[config.mk]
export PLATFORM = sky130hd
export DESIGN_NAME = term_rx_sequencer
export DESIGN_NICKNAME = d
export VERILOG_FILES = /design/src/rtl/term_rx_sequencer.sv
export SDC_FILE = /design/constraint.sdc
export NUM_CORES = 1
export LEC_CHECK = 0
export CORE_MARGIN = 3
export CORE_UTILIZATION = 45
export DETAILED_ROUTE_END_ITERATION = 6
export PLACE_DENSITY = 0.71
export SKIP_LAST_GASP = 1
export SLEW_MARGIN = 5
export SYNTH_ARGS = -nofsm -noshare
export SYNTH_HDL_FRONTEND = slang
export SYNTH_SLANG_ARGS = --single-unit
[constraint.sdc]
create_clock -name clk100 -period 4.5 [get_ports clk100]
set_clock_uncertainty 0.1 [all_clocks]
set_input_delay 0.9 -clock clk100 [delete_from_list [all_inputs] [get_ports clk100]]
set_output_delay 0.9 -clock clk100 [all_outputs]
set_load 0.1 [all_outputs]
[src/rtl/term_rx_sequencer.sv]
// ============================================================================
// Module      : term_rx_sequencer
// Description : Queues received UART bytes and turns them into text-buffer
//               writes, cursor moves, scroll requests and line clears.
// Revision    : 1.0 - initial release
// ============================================================================
`timescale 1ns/1ps
`default_nettype none

module term_rx_sequencer #(
    parameter int COLS       = 80,
    parameter int ROWS       = 30,
    parameter int FIFO_DEPTH = 4
) (
    input  logic                      clk100,
    input  logic                      reset,
    input  logic [7:0]                rx_data,
    input  logic                      rx_complete,
    output logic                      wr_en,
    input  logic                      wr_ready,
    output logic [$clog2(COLS)-1:0]   wr_col,
    output logic [$clog2(ROWS)-1:0]   wr_row,
    output logic [7:0]                wr_char,
    output logic                      scroll_req,
    input  logic                      scroll_ack,
    output logic [$clog2(COLS)-1:0]   cursor_col,
    output logic [$clog2(ROWS)-1:0]   cursor_row,
    output logic                      overflow
);

    localparam int CW = $clog2(COLS);
    localparam int RW = $clog2(ROWS);
    localparam int AW = $clog2(FIFO_DEPTH);

    localparam logic [CW-1:0] COL_LAST = CW'(COLS - 1);
    localparam logic [RW-1:0] ROW_LAST = RW'(ROWS - 1);
    localparam logic [7:0]    COL_MAX8 = 8'(COLS - 1);
    localparam logic [7:0]    ROW_MAX8 = 8'(ROWS - 1);
    localparam logic [AW:0]   DEPTH_C  = (AW+1)'(FIFO_DEPTH);

    typedef enum logic [2:0] {
        S_IDLE   = 3'd0,
        S_WRITE  = 3'd1,
        S_ESC    = 3'd2,
        S_CSI    = 3'd3,
        S_SCROLL = 3'd4,
        S_CLEAR  = 3'd5
    } state_t;

    // ------------------------------------------------------------------
    // Input byte FIFO, pushed on the rising edge of rx_complete
    // ------------------------------------------------------------------
    logic [7:0]    mem [FIFO_DEPTH];
    logic [AW-1:0] wptr;
    logic [AW-1:0] rptr;
    logic [AW:0]   count;
    logic          rx_prev;
    logic          push_req;
    logic          push_ok;
    logic          pop;
    logic          empty;
    logic          full;
    logic [7:0]    fbyte;

    assign empty    = (count == '0);
    assign full     = (count == DEPTH_C);
    assign push_req = rx_complete & ~rx_prev;
    // A pop in the same cycle frees a slot, so a push on a full FIFO still lands.
    assign push_ok  = push_req & (~full | pop);
    assign fbyte    = mem[rptr];

    always_ff @(posedge clk100) begin
        if (reset) begin
            wptr     <= '0;
            rptr     <= '0;
            count    <= '0;
            rx_prev  <= 1'b0;
            overflow <= 1'b0;
        end else begin
            rx_prev <= rx_complete;
            if (push_ok) begin
                mem[wptr] <= rx_data;
                wptr      <= wptr + AW'(1);
            end
            if (pop) begin
                rptr <= rptr + AW'(1);
            end
            case ({push_ok, pop})
                2'b10:   count <= count + (AW+1)'(1);
                2'b01:   count <= count - (AW+1)'(1);
                default: count <= count;
            endcase
            if (push_req && !push_ok) begin
                overflow <= 1'b1;
            end
        end
    end

    // ------------------------------------------------------------------
    // Control FSM
    // ------------------------------------------------------------------
    state_t        state, state_nxt;
    logic [CW-1:0] col_nxt;
    logic [RW-1:0] row_nxt;
    logic [CW-1:0] wr_col_nxt;
    logic [RW-1:0] wr_row_nxt;
    logic [7:0]    wr_char_nxt;
    logic [7:0]    p0, p1, p0_nxt, p1_nxt;
    logic          pidx, pidx_nxt;

    logic [7:0]    p_sel;
    logic [11:0]   digit_acc;
    logic [7:0]    p_sat;
    logic [7:0]    h_row8;
    logic [7:0]    h_col8;
    logic          last_col;
    logic          last_row;

    assign p_sel     = pidx ? p1 : p0;
    assign digit_acc = {4'd0, p_sel} * 12'd10 + {8'd0, fbyte[3:0]};
    assign p_sat     = (digit_acc > 12'd255) ? 8'hFF : digit_acc[7:0];
    // Position parameters are 1-based; zero is treated as one.
    assign h_row8    = (p0 == 8'd0) ? 8'd0 : p0 - 8'd1;
    assign h_col8    = (p1 == 8'd0) ? 8'd0 : p1 - 8'd1;
    assign last_col  = (cursor_col == COL_LAST);
    assign last_row  = (cursor_row == ROW_LAST);

    assign wr_en      = (state == S_WRITE) || (state == S_CLEAR);
    assign scroll_req = (state == S_SCROLL);

    always_ff @(posedge clk100) begin
        if (reset) begin
            state      <= S_IDLE;
            cursor_col <= '0;
            cursor_row <= '0;
            wr_col     <= '0;
            wr_row     <= '0;
            wr_char    <= 8'd0;
            p0         <= 8'd0;
            p1         <= 8'd0;
            pidx       <= 1'b0;
        end else begin
            state      <= state_nxt;
            cursor_col <= col_nxt;
            cursor_row <= row_nxt;
            wr_col     <= wr_col_nxt;
            wr_row     <= wr_row_nxt;
            wr_char    <= wr_char_nxt;
            p0         <= p0_nxt;
            p1         <= p1_nxt;
            pidx       <= pidx_nxt;
        end
    end

    always_comb begin
        state_nxt   = state;
        col_nxt     = cursor_col;
        row_nxt     = cursor_row;
        wr_col_nxt  = wr_col;
        wr_row_nxt  = wr_row;
        wr_char_nxt = wr_char;
        p0_nxt      = p0;
        p1_nxt      = p1;
        pidx_nxt    = pidx;
        pop         = 1'b0;

        case (state)
            S_IDLE: begin
                if (!empty) begin
                    pop = 1'b1;
                    if (fbyte >= 8'h20 && fbyte <= 8'h7E) begin
                        state_nxt   = S_WRITE;
                        wr_col_nxt  = cursor_col;
                        wr_row_nxt  = cursor_row;
                        wr_char_nxt = fbyte;
                    end else begin
                        case (fbyte)
                            8'h0A: begin
                                if (last_row) state_nxt = S_SCROLL;
                                else          row_nxt   = cursor_row + RW'(1);
                            end
                            8'h0D: col_nxt = '0;
                            8'h08: begin
                                if (cursor_col != '0) col_nxt = cursor_col - CW'(1);
                            end
                            8'h1B: state_nxt = S_ESC;
                            default: ;
                        endcase
                    end
                end
            end

            S_WRITE: begin
                if (wr_ready) begin
                    state_nxt = S_IDLE;
                    if (last_col) begin
                        col_nxt = '0;
                        if (last_row) state_nxt = S_SCROLL;
                        else          row_nxt   = cursor_row + RW'(1);
                    end else begin
                        col_nxt = cursor_col + CW'(1);
                    end
                end
            end

            S_ESC: begin
                if (!empty) begin
                    pop = 1'b1;
                    if (fbyte == 8'h5B) begin
                        state_nxt = S_CSI;
                        p0_nxt    = 8'd0;
                        p1_nxt    = 8'd0;
                        pidx_nxt  = 1'b0;
                    end else begin
                        state_nxt = S_IDLE;
                    end
                end
            end

            S_CSI: begin
                if (!empty) begin
                    pop = 1'b1;
                    if (fbyte >= 8'h30 && fbyte <= 8'h39) begin
                        if (pidx) p1_nxt = p_sat;
                        else      p0_nxt = p_sat;
                    end else if (fbyte == 8'h3B) begin
                        pidx_nxt = 1'b1;
                    end else if (fbyte == 8'h48) begin
                        row_nxt   = (h_row8 > ROW_MAX8) ? ROW_LAST : h_row8[RW-1:0];
                        col_nxt   = (h_col8 > COL_MAX8) ? COL_LAST : h_col8[CW-1:0];
                        state_nxt = S_IDLE;
                    end else if (fbyte == 8'h4B) begin
                        state_nxt   = S_CLEAR;
                        wr_col_nxt  = cursor_col;
                        wr_row_nxt  = cursor_row;
                        wr_char_nxt = 8'h20;
                    end else begin
                        state_nxt = S_IDLE;
                    end
                end
            end

            S_SCROLL: begin
                if (scroll_ack) begin
                    state_nxt   = S_CLEAR;
                    wr_col_nxt  = '0;
                    wr_row_nxt  = ROW_LAST;
                    wr_char_nxt = 8'h20;
                end
            end

            S_CLEAR: begin
                if (wr_ready) begin
                    if (wr_col == COL_LAST) state_nxt  = S_IDLE;
                    else                    wr_col_nxt = wr_col + CW'(1);
                end
            end

            default: state_nxt = S_IDLE;
        endcase
    end

endmodule

`default_nettype wire

==> summary.md, run 1 <==
Logic depth of the worst register-to-register path: 11. The min-delay analysis places its worst path in the category flip-flop to flip-flop. The post-detailed-routing wire length came out at 14.0 mm. Classification of the worst setup path: flip-flop to flip-flop. The area share of and/or/nand/nor cells after synthesis was 0.205. The fraction of the mapped netlist area in compound gates is 0.195. Via count of the first global-routing pass: 4649. STA classifies the critical path startpoint as a flip-flop. The post-synthesis mux area share works out to 0.0530. Timing endpoint of the critical path: p0[3]. For this run, the number of Yosys warnings is 0. The number of cells on the critical path is 11, and the count of maximum capacitance violations is 0.

The count of input and output buffers works out to 47. Total power: 0.00438 W. For the number of buffers inserted during clock tree synthesis, the log shows 9. Synthesis produced a netlist with a net count of 663. Sorting the synthesized cells by area gives the leading types as sky130_fd_sc_hd__dfxtp_1, sky130_fd_sc_hd__edfxtp_1, sky130_fd_sc_hd__ha_1.

In this run, post-CTS hold repair placed 0 buffers. The async set-reset flop share out of synthesis came out at 0. The smallest clock period supported by the final layout is computed as 3.75 ns. Area share of the leading cell type in the synthesized netlist: 0.225.

The cell type with the largest total area after synthesis was sky130_fd_sc_hd__dfxtp_1. The combined global-route utilization of all metal layers is 0.199, and the total number of H-tree levels is 3. The flow ran to the end, and the final reports show no timing, DRC or antenna violations. The run gives 0 as the final count of hold timing violations. The logs give 0.535 for the fraction of the core area covered by cells at the end of the flow and 267 MHz for the achievable frequency. The routed length per placed instance is 17.0 um.

Summed over all layers, the global routing overflow is 0. The logs give 1 for the initial antenna violation count and 618 for the number of cells produced by synthesis. The data required time of the critical path is 4.64 ns.

The logs give 0 for the number of nets with antenna violations after routing and 10.3 mm for the placed wire-length estimate. The number of vias per cell came out at 5.92. Setup repair after global routing left no endpoint under its margin.

In this run the power density over the cells is 675 nW/um^2. The die extent in y is 118 um. DRC violation total after the first TritonRoute iteration: 463. The adder and majority cell fraction of the synthesized area was 0.0753. The worst setup slack after layout was 0.751 ns. Number of buffers and inverters on the critical path: 0. The logs give 0.396 for the sequential fraction of the synthesis area and 0 for the DRC violation count after routing. STA classifies the critical path endpoint as a flip-flop. The number of buffers inserted by post-CTS setup repair is 0, and the via count is 4874. Relative to the synthesized area, the layout overhead comes to 15.4%. Cell at the root of the clock tree: sky130_fd_sc_hd__clkbuf_16.

Setup slack on the worst reg-to-reg path comes out at 0.75 ns. Counting the fill cells in the layout gives 1126. The combined area of all synthesized cells came out at 5620 um^2. The run gives 48 as the count of boundary I/O pins. The worst-case IR drop observed on VDD is 0.533 mV. The tools report the data arrival time of the worst path as 3.88 ns. By count the netlist is led by sky130_fd_sc_hd__nor2_1, sky130_fd_sc_hd__dfxtp_1, sky130_fd_sc_hd__nand2_1, sky130_fd_sc_hd__o21ai_0, sky130_fd_sc_hd__edfxtp_1. Counting flops with a built-in enable in the synthesized netlist gives 32. On the critical path the largest part of the delay comes from adder cells. The tools report the startpoint of the most critical setup path as pidx. The tools report the post-layout net count as 694. Counting stages on the worst path, the most repeated cell is sky130_fd_sc_hd__ha_1.

Traced cell by cell, the critical path runs through mux2_2 > ha_1 > ha_1 > fa_1 > a21o_1 > a21oi_1 > xnor2_1 > and4_1 > o21ai_1 > or3_1 > a22o_1. Die width: 118 um. The main combinational cell family by area after synthesis was simple AND/OR/NAND/NOR gates. For the worst-skew pair, the clock arrives at the later sink with an insertion delay of 0.34 ns.

At the end of routability-driven placement, the weighted congestion stood at 0.915. Setup violations remaining at the end of the flow were counted as 0. TritonCTS built the clock tree. The first global-routing pass estimated 22.7 mm of wire.

On the worst path, the slowest cell contributes a delay of 0.62 ns. The worst hold path depth works out to 2. The run gives 0 as the max-slew violation count. Along the worst path, the maximum fanout reaches 13. The post-synthesis cell type count is 69, and the die outline area is 13900 um^2.

On the final layout, the worst hold slack is 0.351 ns. The floorplan row count is 40, and the relative slew slack is 0.332. The number of gates resized after CTS was 0.

The most common cell in the synthesized netlist is sky130_fd_sc_hd__nor2_1. The CTS sink count is 95. The analysis attributes to cell leakage a power of 2.38 nW.

The share of final-layout standard cells stronger than drive strength 1 came out at 0.0673. The final cycle utilization of the critical path came out at 0.833. For the effective utilization at floorplan, the log shows 0.464. In this run the critical register-to-register path is launched from pidx. For the pin with the worst max-slew slack, the measured transition is 0.998 ns. The flip-flop and latch count after synthesis was 95. In the synthesized netlist the dominant register cell turns out to be sky130_fd_sc_hd__dfxtp_1.

Clock-pin slew was measured on the worst setup and hold paths at 0.07 ns. After routing, the total negative slack on setup checks comes to 0 ns. Counting along the longest clock path gives a buffer depth of 2.

The largest individual stage delay along the critical path comes from the cell sky130_fd_sc_hd__dfxtp_1. The logs give 25 for the pin count of the biggest net entering global routing and 12100 um^2 for the area of the core. The pre-CTS worst setup slack is 0.800 ns.

The xor and xnor area share after synthesis came out at 0.0343. The first detailed-routing pass took 5 iterations. The end of the worst register-to-register path was p0[3]. Averaged over all synthesized cells, the footprint is 9.09 um^2.
metal layers:
metal,track usage,routed length [um],vias up,part of all wire
met5,0,0,-,0
met4,0.0725,251,0,0.018
met3,0.0432,824,26,0.059
met2,0.330,6760,178,0.48
met1,0.256,6120,2305,0.44
li1,-,-,2365,-
sequential cells by signal, summed over array words and instances (netlist names), named ones only:
name / cells
cursor_col: 7
wr_col: 7
rptr: 2
overflow: 1
state: 3
wptr: 2
pidx: 1
count: 3
wr_char: 8
p1: 8
mem: 32
cursor_row: 5
rx_prev: 1
p0: 8
wr_row: 5
worst register-to-register path, cell delays in order (launching register included):
cell,delay (ns)
sky130_fd_sc_hd__dfxtp_1,0.62
sky130_fd_sc_hd__mux2_2,0.42
sky130_fd_sc_hd__ha_1,0.31
sky130_fd_sc_hd__ha_1,0.24
sky130_fd_sc_hd__fa_1,0.40
sky130_fd_sc_hd__a21o_1,0.22
sky130_fd_sc_hd__a21oi_1,0.17
sky130_fd_sc_hd__xnor2_1,0.15
sky130_fd_sc_hd__and4_1,0.20
sky130_fd_sc_hd__o21ai_1,0.18
sky130_fd_sc_hd__or3_1,0.44
sky130_fd_sc_hd__a22o_1,0.20
worst min path at each step:
stage                     from         end
floorplan                p0[7]       p0[7]
global placement      overflow    overflow
detailed placement    overflow    overflow
CTS                   overflow    overflow
global route        wr_char[6]  wr_char[6]
finish                overflow    overflow
placed cells by master (no fill, tap or decap), types with 27 or more instances in the layout:
| cell | n |
|---|---|
| sky130_fd_sc_hd__nand2_1 | 42 |
| sky130_fd_sc_hd__a21oi_1 | 31 |
| sky130_fd_sc_hd__o21ai_0 | 39 |
| sky130_fd_sc_hd__ha_1 | 29 |
| sky130_fd_sc_hd__edfxtp_1 | 32 |
| sky130_fd_sc_hd__nor2_1 | 64 |
| sky130_fd_sc_hd__clkdlybuf4s50_1 | 45 |
| sky130_fd_sc_hd__dfxtp_1 | 63 |
| sky130_fd_sc_hd__nor3_1 | 27 |
| sky130_fd_sc_hd__inv_1 | 28 |
stage by stage:
stage,cell area (um^2),cells
after detailed placement,6200,806
after CTS,6480,822
final,6480,823
after global placement,6200,806
after global routing,6480,823
after floorplan,5620,618
where the power goes:
group	total [W]	internal (W)	switching (W)
sequential	0.00129	0.00105	0.000240
combinational	0.00237	0.000691	0.00168
clock	0.000715	0.000381	0.000335
cells by family after synthesis:
| group | count (synthesis) |
|---|---|
| mux | 19 |
| xor+xnor | 22 |
| compound gates | 164 |
| buf+inv | 60 |
| simple gates | 226 |
| fa+ha+maj | 32 |
| flops | 95 |
area by class of cell:
| cell class | instances | area (um^2) | area share |
|---|---|---|---|
| Multi-Input combinational cell | 463 | 3160 | 0.487 |
| Sequential cell | 95 | 2220 | 0.343 |
| Timing Repair Buffer | 52 | 503 | 0.0776 |
| Clock buffer | 9 | 225 | 0.0347 |
| Tap cell | 168 | 210 | 0.0324 |
| Inverter | 28 | 105 | 0.0162 |
| Clock inverter | 7 | 55.1 | 0.00849 |
| Antenna cell | 1 | 2.50 | 0.000386 |
Power figures use the tool's default switching activity.
==> run 2: changes to the inputs <==
--- a/config.mk
+++ b/config.mk
@@ -8,7 +8,7 @@
 export CORE_MARGIN = 3
 export CORE_UTILIZATION = 45
 export DETAILED_ROUTE_END_ITERATION = 6
-export PLACE_DENSITY = 0.71
+export PLACE_DENSITY = 0.73
 export SKIP_LAST_GASP = 1
 export SLEW_MARGIN = 5
 export SYNTH_ARGS = -nofsm -noshare
==> constraint.sdc (replaced) <==
create_clock -name clk100 -period 3 [get_ports clk100]
set_clock_uncertainty 0.1 [all_clocks]
set_input_delay 0.6 -clock clk100 [delete_from_list [all_inputs] [get_ports clk100]]
set_output_delay 0.6 -clock clk100 [all_outputs]
set_load 0.1 [all_outputs]
==> run 2 against run 1 <==
  * The flow now finishes with violations (setup timing)
  * Non-clock buffer count up 51
  * Via count is 5.4% higher
  * Global-route usage up 1.5 points
  * Sequential cell count did not move
  * Core utilization is 4.5 points higher
  * Critical endpoint is now p0[6]
  * Largest cell class unchanged
==> summary.md, run 2 (synthesis results as in run 1) <==
The first detailed-routing pass took 5 iterations. For the insertion delay of the later-clocked pin in the worst-skew pair, the log shows 0.35 ns. The worst setup path is captured at a flip-flop.

The final reports fail on setup timing. The flip-flop count of the largest register, all copies and words added works out to 32. The DRC violation total after the first TritonRoute iteration was 496; the post-layout net count was 745. Setup repair after global routing could not meet its margin everywhere.

Floorplan row count: 40. Via count of the first global-routing pass: 4938. Combined global-route utilization of all metal layers: 0.214. Counting the buffers created by CTS gives 9. STA classifies the critical path startpoint as a flip-flop. For the total number of H-tree levels, the log shows 3.

The slowest cell on the critical path is sky130_fd_sc_hd__dfxtp_4. The number of antenna cells inserted was 0; the routability-driven placement congestion ratio was 0.923. The worst hold path depth came out at 2. Leaving out fill and tap cells, the most frequent cells in the layout are sky130_fd_sc_hd__buf_4, sky130_fd_sc_hd__nor2_1, sky130_fd_sc_hd__dfxtp_1, sky130_fd_sc_hd__nand2_1, sky130_fd_sc_hd__o21ai_0. The total leakage power came out at 2.74 nW. The final cycle utilization of the critical path is 1.02, and the area added between synthesis and finish is 25.1%.

The placed instance count was 848; the die extent in y was 118 um. In the final routed layout, each cell accounts on average for 17.1 um. The count of nets left with antenna violations once routing finished came out at 0. The logic depth of the worst register-to-register path is 11, and the total of fill cells in the finished design is 1071. The power per cell area works out to 998 nW/um^2. Entering global routing, the biggest net connects 45 pins.

After detailed routing, the number of vias per cell comes to 5.88. The cell repeated most along the worst path was sky130_fd_sc_hd__ha_4. The tightest min-delay check is of the flip-flop to flip-flop type.

For the initial antenna violation count, the log shows 0. The wire-length estimate of the detail-placed layout is 10.8 mm. The die covers 13900 um^2.

Clock tree synthesis found a total of 95 sinks. Counting buffers and inverters, the worst setup path is 11 cells deep. Clock-pin slew was measured on the worst setup and hold paths at 0.07 ns. TritonCTS built the clock tree.

The tools report the effective utilization at floorplan as 0.464. The classification of the worst setup path is flip-flop to flip-flop. The run finished, with violations left. The tools report the achievable frequency as 325 MHz. Relative slew slack: 0.455.

For the total grt overflow, the log shows 0. Leaving out fill and tap cells, the most frequent cell in the layout is sky130_fd_sc_hd__buf_4. The count of input and output buffers was 47; the final count of hold timing violations was 0.

For the max-slew violation count, the log shows 0. The quantity of hold-fixing buffers added after cts was 0; the count of maximum capacitance violations was 0. The logs give 9 for the total setup violations reported at the end of the flow and 873 for the non-filler instance count after layout. The worst setup slack after layout is -0.0747 ns, and the fraction of the core area covered by cells at the end of the flow is 0.580. The number of buffers and inverters on the critical path is 0. The detailed router placed 5137 vias in this run. The share of final-layout standard cells stronger than drive strength 1 is 0.223, and the maximum fanout along the worst path is 8. More flip-flops sit in one register than any other, and that register is mem.

For the worst IR drop on VDD, the log shows 0.841 mV. STA puts the critical path data arrival time at 3.22 ns. For the worst-case clock buffer depth, the log shows 2. On the critical path the largest part of the delay comes from adder cells. The routed design has 14.9 mm of wire. The data required time of the critical path was 3.15 ns. The count of boundary I/O pins is 48, and the delay contributed by the slowest stage of the critical path is 0.42 ns. Traced cell by cell, the critical path runs through mux2_4 > ha_4 > ha_4 > fa_2 > a21o_1 > a21oi_2 > xnor2_1 > and4_1 > o21ai_2 > or3_4 > a22o_1.

The area of the core came out at 12100 um^2. At the pin with the least slew margin, the transition time is 0.811 ns. The first global-routing pass estimated 24.2 mm of wire. The cell at the root of the clock tree is sky130_fd_sc_hd__clkbuf_16. The final critical-path required period came out at 3.07 ns.

The DRC violation count after routing is 0, and the die width is 118 um.
## run 2: changes by cell type in the layout (fill, tap and decap cells not counted), sizes merged
cell / change
diode: -1
clkbuf: +2
clkinvlp: -2
buf: +84
clkdlybuf4s50: -33
## run 2: layout make-up
type                       count  area, um^2  area share
timing repair buffer         103         842       0.120
multi-input combinational    463        3370       0.479
clock inverter                 5        42.5     0.00606
inverter                      28         105      0.0150
tap                          168         210      0.0299
clock buffer                  11         233      0.0331
sequential                    95        2230       0.317
## run 2: timing repair
action	4_1_cts	5_1_grt
buffers inserted	2	6
endpoints found under the setup margin	19	36
gates cloned	0	1
gates resized for setup	11	18
pin swaps	8	7
## run 2: final timing paths
check | from | endpoint | slack (ns)
worst max-delay path | pidx | p0[6] | -0.07
worst min-delay path | overflow | overflow | 0.35
worst max register to register | pidx | p0[6] | -0.07
worst min register to register | overflow | overflow | 0.35
## run 2: power breakdown
group,switching [W],internal [W]
Sequential,0.000300,0.00157
Combinational,0.00274,0.00131
Clock,0.000514,0.000573
## run 2: per-layer routing
layer | track usage | up-vias | wire [um]
met5 | 0 | - | 0
met4 | 0.0791 | 0 | 274
met3 | 0.0476 | 27 | 878
met1 | 0.265 | 2435 | 6520
met2 | 0.365 | 207 | 7250
li1 | - | 2468 | -
## run 2: worst register-to-register path: stages (launching register included)
cell and delay [ns]:
sky130_fd_sc_hd__dfxtp_4 0.42, sky130_fd_sc_hd__mux2_4 0.35, sky130_fd_sc_hd__ha_4 0.23, sky130_fd_sc_hd__ha_4 0.16
sky130_fd_sc_hd__fa_2 0.36, sky130_fd_sc_hd__a21o_1 0.20, sky130_fd_sc_hd__a21oi_2 0.13, sky130_fd_sc_hd__xnor2_1 0.15
sky130_fd_sc_hd__and4_1 0.22, sky130_fd_sc_hd__o21ai_2 0.08, sky130_fd_sc_hd__or3_4 0.38, sky130_fd_sc_hd__a22o_1 0.20
## run 2: per-stage QoR
step           hold slack [ns]  power (W)  cell area, um^2  worst slack [ns]  TNS [ns]
2_1_floorplan            0.381    0.00467             5700           -0.0222   -0.0443
3_3_place_gp             0.336    0.00562             6540           -0.0198   -0.0386
3_5_place_dp             0.342    0.00568             6540            -0.142    -0.881
4_1_cts                  0.352    0.00682             6890           -0.0863    -0.348
5_1_grt                  0.376    0.00738             7030            -0.198     -2.25
6_report                 0.350    0.00701             7030           -0.0747    -0.333
==> run 3: changes to the inputs <==
--- a/config.mk
+++ b/config.mk
@@ -5,12 +5,12 @@
 export SDC_FILE = /design/constraint.sdc
 export NUM_CORES = 1
 export LEC_CHECK = 0
-export CORE_MARGIN = 3
-export CORE_UTILIZATION = 45
+export CORE_UTILIZATION = 53
 export DETAILED_ROUTE_END_ITERATION = 6
-export PLACE_DENSITY = 0.73
+export PLACE_DENSITY = 0.83
 export SKIP_LAST_GASP = 1
 export SLEW_MARGIN = 5
 export SYNTH_ARGS = -nofsm -noshare
 export SYNTH_HDL_FRONTEND = slang
 export SYNTH_SLANG_ARGS = --single-unit
+export TNS_END_PERCENT = 1
==> run 3 against run 2 <==
  * The flow still finishes with violations (setup timing)
  * Sequential cell count is the same
  * Maximum frequency grew 0.40%
  * Hold slack gained 0.0072 ns
  * Sequential power is essentially flat
  * Largest cell class unchanged
==> summary.md, run 3 (synthesis results as in run 1) <==
The flow ran to the end, but the final reports show violations. The checks that failed: setup timing. The run gives 0.583 as the fraction of power consumed by combinational cells. Of all nets on the critical path, the largest fanout is 8. The cell at the root of the clock tree is sky130_fd_sc_hd__clkbuf_8. Pin placement for this block handled 48 I/O pins.

The achievable frequency is 327 MHz, and the number of buffers inserted during clock tree synthesis is 9. The switching share of power was 0.527. Timing analysis after detailed placement gives a worst setup slack of -0.0990 ns.

The via count of the first global-routing pass was 4999; the delay contributed by the slowest stage of the critical path was 0.42 ns. Final hold slack: 0.357 ns. At the later pin of the worst-skew pair, clock insertion delay measures 0.37 ns. The die covers 11000 um^2. Classification of the worst setup path: flip-flop to flip-flop.

TritonCTS built the clock tree. Using the TritonRoute via totals, the vias-per-cell ratio works out to 6.12. The startpoint identified for the worst register-to-register timing path is pidx. The register with the most flip-flops is mem.

The flop-to-flop setup slack came out at -0.06 ns. The die is 105 um wide. The routed length per placed instance was 17.2 um. Counting stages on the worst path, the most repeated cell is sky130_fd_sc_hd__ha_4.

For the pin with the worst max-slew slack, the measured transition is 0.812 ns. After the last flow step, the layout net total stands at 741. For this design the total switching power over the nets is 0.00345 W. The region available for standard cell placement spans 10300 um^2. Relative to the synthesized area, the layout overhead comes to 20.1%. After legalization and detailed placement, the total HPWL measured 10.7 mm. The initial antenna violation count is 0.

The data required time of the critical path is 3.17 ns. Once detail routing completed, the nets flagged for antenna violations numbered 0. The combined global-route utilization of all metal layers came out at 0.271.

CTS built an H-tree with a depth of 3. The critical path ends at p1[6]. IR analysis of the VDD net gives a maximum drop of 0.831 mV. The run gives 0 as the number of antenna cells inserted. The tools report the via count as 5125. The most critical setup path has its startpoint at pidx. The share of final-layout standard cells stronger than drive strength 1 is 0.207.

For this run, design rule violations remaining after detail routing come to 0. The area after detailed placement was 6510 um^2. Setup repair after global routing could not meet its margin everywhere.

The finished layout cell area is 6750 um^2. Relative slew slack: 0.455. For the worst setup slack after layout, the log shows -0.0624 ns.

The worst setup path is launched from a flip-flop. The final layout contains routed wiring with a total length of 14.4 mm. The clock passes through at most 2 buffers. The routability-driven placement congestion ratio is 0.917, and the accumulated negative setup slack is -0.289 ns. Final cycle utilization of the critical path: 1.02. The logs give 0.131 for the share of total power in the clock network and 0.00310 W for the internal power contribution. The tools report the global-route wire length before repair as 23.7 mm. The most common cell after layout, fill and taps aside was sky130_fd_sc_hd__buf_4. The DRC violation total after the first TritonRoute iteration was 424; the total grt overflow was 0. Entering global routing, the biggest net connects 45 pins.

The slowest cell on the critical path was sky130_fd_sc_hd__dfxtp_4. In this run the vertical extent of the chip is 105 um. The path class of the tightest hold or removal check is flip-flop to flip-flop. The run gives 0.286 as the register share of total power. Counting I/O delays and the setup requirement, the final critical path takes 3.06 ns. Effective utilization at floorplan: 0.547. The final count of hold timing violations was 0. The clock transition at the registers of the reported paths is 0.11 ns. The run gives 3.23 ns as the data arrival time of the worst path. The logic depth of the worst register-to-register path came out at 11. Critical path capture point type: a flip-flop. In this run the core area contains 37 standard-cell rows. The top cell types in the final layout, fill and taps aside, are sky130_fd_sc_hd__buf_4, sky130_fd_sc_hd__nor2_1, sky130_fd_sc_hd__dfxtp_1, sky130_fd_sc_hd__nand2_1, sky130_fd_sc_hd__o21ai_0. The worst register-to-register path ends at p1[6]. The tool flagged a number of max-cap violations equal to 0. The run gives 2.65 nW as the total leakage power. Dividing total power by cell area gives a power density of 970 nW/um^2.

For the max-slew violation count, the log shows 0. Walking the worst path, the cells encountered are mux2_4 > ha_4 > ha_4 > fa_2 > a21o_1 > a21oi_2 > xnor2_1 > and4_1 > o21ai_2 > or3_1 > a22o_1. The total iterations of the first detailed-routing run is 6.

Setup violations remaining at the end of the flow were counted as 8. The tools report the CTS sink count as 95. During placement, the flow inserted port buffers numbering 47. The flip-flop count of the largest register, all copies and words added came out at 32.
## run 3: how the worst min path moves through the flow
stage	slack, ns	cells after the start	startpoint	to
after floorplan	0.38	1	p0[7]	p0[7]
after global placement	0.34	2	overflow	overflow
after detailed placement	0.35	2	overflow	overflow
after CTS	0.36	2	overflow	overflow
after global routing	0.38	2	overflow	overflow
final	0.36	2	overflow	overflow
## run 3: repair_timing
action	CTS	global route
gates resized for setup	3	7
hold buffers	0	0
setup buffers	0	0
pin swaps	3	0
setup endpoints to repair	25	48
## run 3: area by class of cell
type	count	area, um^2
sequential	95	2230
multi-input combinational	463	3270
tap	136	170
clock inverter	6	55.1
fill	838	3530
clock buffer	10	138
inverter	28	105
timing repair buffer	99	786
## run 3: power by group through the flow
stage	logic (W)	registers (W)	clock network [W]
final	0.00382	0.00187	0.000860
after global placement	0.00368	0.00188	0
after floorplan	0.00178	0.00289	0
after CTS	0.00377	0.00186	0.000868
after detailed placement	0.00375	0.00189	0
after global routing	0.00409	0.00190	0.000925
## run 3: per-layer routing
layer	wire length (um)	share of wire	up-vias	track usage
met3	866	0.060	48	0.0512
li1	-	-	2456	-
met4	442	0.031	0	0.128
met1	6080	0.42	2410	0.337
met5	0	0	-	0
met2	6980	0.49	211	0.454
## run 3: per-stage QoR
stage / total power, W / instances / util
2_1_floorplan: 0.00467 / 618 / -
3_3_place_gp: 0.00556 / 821 / 0.634
3_5_place_dp: 0.00564 / 821 / 0.634
4_1_cts: 0.00650 / 837 / 0.654
5_1_grt: 0.00692 / 837 / 0.657
6_report: 0.00655 / 837 / 0.657
## run 3: critical path, delay by kind of cell (launching register included)
family	cells	cell delay (ns)
fa+ha+maj	3	0.76
mux	1	0.34
simple gates	2	0.59
flops	1	0.42
xor+xnor	1	0.14
compound gates	4	0.61
